File: src/rtl/dcache_ctrl.sv
// rtl/dcache_ctrl.sv - direct-mapped, write-through, no-write-allocate data cache controller
// Ports:
//   clk, CpuRst_n               clock, synchronous active-low reset
//   A, WD, WE, RE               MEM-stage request (byte address, store data, byte enables, load)
//   RD, DCacheMiss              load data, pipeline stall request
//   MemReq, MemWe, MemAddr,
//   MemWData, MemWStrb          memory beat request (one word per beat)
//   MemAck, MemRData            memory beat completion and read data
module dcache_ctrl (
  input  logic        clk,
  input  logic        CpuRst_n,
  input  logic [31:0] A,
  input  logic [31:0] WD,
  input  logic [3:0]  WE,
  input  logic        RE,
  output logic [31:0] RD,
  output logic        DCacheMiss,
  output logic        MemReq,
  output logic        MemWe,
  output logic [31:0] MemAddr,
  output logic [31:0] MemWData,
  output logic [3:0]  MemWStrb,
  input  logic        MemAck,
  input  logic [31:0] MemRData
);

  localparam logic [1:0] IDLE   = 2'd0;
  localparam logic [1:0] REFILL = 2'd1;
  localparam logic [1:0] WRITE  = 2'd2;
  localparam logic [1:0] WDONE  = 2'd3;

  logic [1:0]  state;
  logic [7:0]  valid;
  logic [24:0] tags  [0:7];
  logic [31:0] words [0:31];   // {index, word offset}

  // Latched request: word address, store data/strobes, and hit at issue time
  logic [31:2] a_q;
  logic [31:0] wd_q;
  logic [3:0]  we_q;
  logic        hit_q;
  logic [1:0]  cnt;

  logic        hit;
  logic [31:0] merged;
  logic        unused_low;

  assign unused_low = ^A[1:0];
  assign hit = valid[A[6:4]] && (tags[A[6:4]] == A[31:7]);

  // Byte-lane merge of the latched store into the currently cached word
  always_comb begin
    merged = words[a_q[6:2]];
    for (int b = 0; b < 4; b++) begin
      if (we_q[b]) merged[8*b +: 8] = wd_q[8*b +: 8];
    end
  end

  always_comb begin
    RD         = '0;
    DCacheMiss = 1'b0;
    MemReq     = 1'b0;
    MemWe      = 1'b0;
    MemAddr    = '0;
    MemWData   = '0;
    MemWStrb   = '0;
    if (CpuRst_n) begin
      case (state)
        IDLE: begin
          if (WE != 4'd0) begin
            DCacheMiss = 1'b1;
          end else if (RE) begin
            if (hit) RD = words[A[6:2]];
            else     DCacheMiss = 1'b1;
          end
        end
        REFILL: begin
          DCacheMiss = 1'b1;
          MemReq     = 1'b1;
          MemAddr    = {a_q[31:4], cnt, 2'b00};
        end
        WRITE: begin
          DCacheMiss = 1'b1;
          MemReq     = 1'b1;
          MemWe      = 1'b1;
          MemAddr    = {a_q, 2'b00};
          MemWData   = wd_q;
          MemWStrb   = we_q;
        end
        default: ;  // WDONE: one quiet cycle lets the pipeline retire the store
      endcase
    end
  end

  always_ff @(posedge clk) begin
    if (!CpuRst_n) begin
      state <= IDLE;
      valid <= '0;
      cnt   <= '0;
      a_q   <= '0;
      wd_q  <= '0;
      we_q  <= '0;
      hit_q <= 1'b0;
    end else begin
      case (state)
        IDLE: begin
          if (WE != 4'd0) begin
            a_q   <= A[31:2];
            wd_q  <= WD;
            we_q  <= WE;
            hit_q <= hit;
            state <= WRITE;
          end else if (RE && !hit) begin
            a_q   <= A[31:2];
            cnt   <= 2'd0;
            state <= REFILL;
          end
        end
        REFILL: begin
          if (MemAck) begin
            cnt <= cnt + 2'd1;
            if (cnt == 2'd3) begin
              valid[a_q[6:4]] <= 1'b1;
              state           <= IDLE;
            end
          end
        end
        WRITE: begin
          if (MemAck) state <= WDONE;
        end
        default: state <= IDLE;
      endcase
    end
  end

  // Data and tag arrays carry no reset; a line is only trusted once valid is set
  always_ff @(posedge clk) begin
    if (CpuRst_n) begin
      if (state == REFILL && MemAck) begin
        words[{a_q[6:4], cnt}] <= MemRData;
        if (cnt == 2'd3) tags[a_q[6:4]] <= a_q[31:7];
      end
      if (state == WRITE && MemAck && hit_q) words[a_q[6:2]] <= merged;
    end
  end

endmodule

File: config.mk
export PLATFORM = sky130hd
export DESIGN_NAME = dcache_ctrl
export DESIGN_NICKNAME = d
export VERILOG_FILES = /design/src/rtl/dcache_ctrl.sv
export SDC_FILE = /design/constraint.sdc
export NUM_CORES = 1
export LEC_CHECK = 0
export ABC_AREA = 1
export BUFFER_PORTS_ARGS = -buffer_cell sky130_fd_sc_hd__buf_2
export CAP_MARGIN = 15
export CORE_ASPECT_RATIO = 0.9
export CORE_MARGIN = 4
export CORE_UTILIZATION = 45
export DETAILED_ROUTE_END_ITERATION = 12
export PLACE_DENSITY_LB_ADDON = 0.1
export SETUP_SLACK_MARGIN = 0.2
export SLEW_MARGIN = 20
export SYNTH_ARGS = -nofsm -noshare
export SYNTH_HDL_FRONTEND = slang
export SYNTH_SLANG_ARGS = --single-unit
File: constraint.sdc
create_clock -name clk -period 4.45 [get_ports clk]
set_input_delay 0.89 -clock clk [delete_from_list [all_inputs] [get_ports clk]]
set_output_delay 0.89 -clock clk [all_outputs]
set_load 0.005 [all_outputs]
==> reports/results.ini <==
[route]
ant_nets = 0
wl_per_cell_um = 24.2
drt_iter0_markers = 4069
first_pass_iters = 6
post-route-drc-count = 0
finalWirelength_um = 161000
vias = 37386
vias_per_cell = 5.62

[floorplan]
start_util = 0.453
rows = 120
die_h_um = 336
die_area_sq_um = 126000
dieWidth_um = 373
core_area_sq_um = 119000
ios = 207

[synth]
yosysTopAreaCellShare = 0.681
synth.distinct_cells = 44
yosysSeqAreaShare = 0.711
synth_warnings = 0
synthCells = 4603
synthFlopType = edfxtp_1
postSynthAreaPerCell_sq_um = 11.7
synth_area_leaders = edfxtp_1, nand2_1, a21oi_1
synth_edf_count = 1224
synth_top_cell_by_area = edfxtp_1
syn_area_sq_um = 54000
synthArstFlopShare = 0
yosysMostFrequentCell = nand2_1
ys_ff_latch = 1303
yosys-top-cells-count = nand2_1, edfxtp_1, a21oi_1, nor2_1, clkbuf_1

[power]
ir_worst_vdd_v = 0.000389
totalPowerFinal_mw = 28.3
p_per_area_nw_per_um2 = 446
p_leak_nw = 22.8

[min_path]
hold_class = input pin to flop

[cells_and_area]
final_layout_size_suffix_gt1_frac = 0.162
finalNetCount = 5061
area_delta_synth_final_pct = 17.8
postLayoutCellArea_sq_um = 63500

[worst_setup_path]
cp.arrival_ns = 3.30
cp.required_ns = 3.56
reg2reg_from = state[0]
critPathLaunch = A[5]
reg2reg_slack_ns = 0.48
path_class = input pin to output pin
r2r_end = words[21][24]
worstRegToRegCells = 15
start_kind = input pin
endpoint = RD[16]
cp_max_fo = 35
worst_setup_path_end_kind = output pin

[clock_network]
clock-sinks = 1303
clk_latency_ns = 0.77
clkTransAtPathRegs_ns = 0.06
numCtsBuffers = 138
ctsLongestPathBuffers = 3
root_buffer = clkbuf_16
cts_tree = built
h-tree-depth = 4
ctsHoldBuffers = 0

[flow_run]
max-cap-violations = 0

[sta]
hold_viol = 0
min_period_ns = 4.19
rsz0062_at_grt = no
finalSetupTns_ns = 0
setup_violations = 0
slew_viol_final = 0
fin_crit_sh = 0.942
fin_skew_ns = 0.0218
worst_slew_pin_slew_ns = 1.10
maxSlewHeadroom = 0.266
max_freq_mhz = 239

[placement]
placed_cell_area_sq_um = 58700
finalWeightedCongestion = 0.840
dp_hpwl_um = 101000
io_buffers = 202

[global_routing]
grt_use_total = 0.250
overflow = 0
grt_pass1_wl_um = 234000
grt_max_degree = 100
grt_pass1_vias = 35362
antenna_found_initial = 9

[run_status]
status = complete, no violations

logic make-up (layout without fill, tap and decap cells):
family,Yosys count,in the layout,synth area share
AOI/OAI and AO/OA,929,929,0.106
adders and majority gates,5,5,0.00116
buffers and inverters,485,939,0.0375
DFF,1303,1303,0.711
other,1,7,0.0000695
and+or+nand+nor,1880,1880,0.145
how the worst min path moves through the flow:
stage | start | end | slack (ns) | cells after the start
after floorplan | valid[3] | valid[3] | 0.43 | 2
after global routing | WE[2] | we_q[2] | 0.37 | 3
after detailed placement | valid[1] | valid[1] | 0.44 | 2
after CTS | WE[2] | we_q[2] | 0.33 | 3
final | WE[2] | we_q[2] | 0.39 | 3
after global placement | valid[1] | valid[1] | 0.44 | 2
stage by stage:
step / hold WS (ns) / std cells / setup slack [ns] / util
floorplan: 0.425 / 4604 / 0.660 / -
global placement: 0.436 / 6384 / 0.0240 / 0.493
detailed placement: 0.444 / 6384 / -0.0404 / 0.493
CTS: 0.327 / 6631 / 0.194 / 0.529
global route: 0.367 / 6646 / 0.161 / 0.534
finish: 0.385 / 6649 / 0.257 / 0.534
cells in the final DEF (no fill, tap or decap), drive strengths merged:
cell type / instances
nand2: 1250
edfxtp: 1224
buf: 527
a21oi: 501
nor2: 298
nand3: 229
clkbuf: 180
inv: 165
o21ai: 128
dfxtp: 79
a22oi: 64
clkinv: 56
o311ai: 46
a32o: 43
a221oi: 39
o211ai: 34
nor4: 27
nor3b: 26
nor3: 23
a32oi: 22
nand3b: 18
a221o: 18
a211o: 15
o31ai: 10
bufinv: 9
a211oi: 7
nand4: 6
diode: 5
ha: 5
or2: 2
o22ai: 2
conb: 2
clkinvlp: 2
and3: 1
worst max-delay path, cell delays in order:
cell	delay, ns
buf_6	0.18
buf_16	0.23
nand3_1	0.12
nand3_1	0.18
nand2_1	0.08
nand2_1	0.14
nand4_1	0.16
nor3_2	0.14
nand4_1	0.16
buf_12	0.20
buf_4	0.24
nor4_2	0.25
buf_2	0.16
repair_timing:
action                                  in CTS  in global routing
pin swaps                                    0                  7
resized for setup                           10                 51
gates cloned                                 1                  6
buffers inserted                             0                  7
endpoints found under the setup margin      23                 28
metal layers:
metal | GRT usage | part of all wire
met3 | 0.0445 | 0.076
met2 | 0.373 | 0.44
met5 | 0 | 0.00021
met1 | 0.370 | 0.46
met4 | 0.0836 | 0.029
flip-flops by register name, summed over array words and instances, names as in the netlist:
register	flops
words	1024
wd_q	32
a_q	30
hit_q	1
tags	200
state	2
we_q	4
valid	8
cnt	2
power by group:
part	total [mW]	internal, mW	switching, mW
clock	11.1	6.31	4.80
combinational	3.17	0.869	2.30
sequential	14.1	13.8	0.233
final cells by class:
type                       count  area (sq um)
antenna                        5          12.5
clock buffer                 174          3620
clock inverter                72           674
fill                       10214         55500
inverter                     160           654
multi-input combinational   2816         14000
sequential                  1303         38300
tap                         1586          1980
timing repair buffer         533          4300
Power figures use the tool's default switching activity.
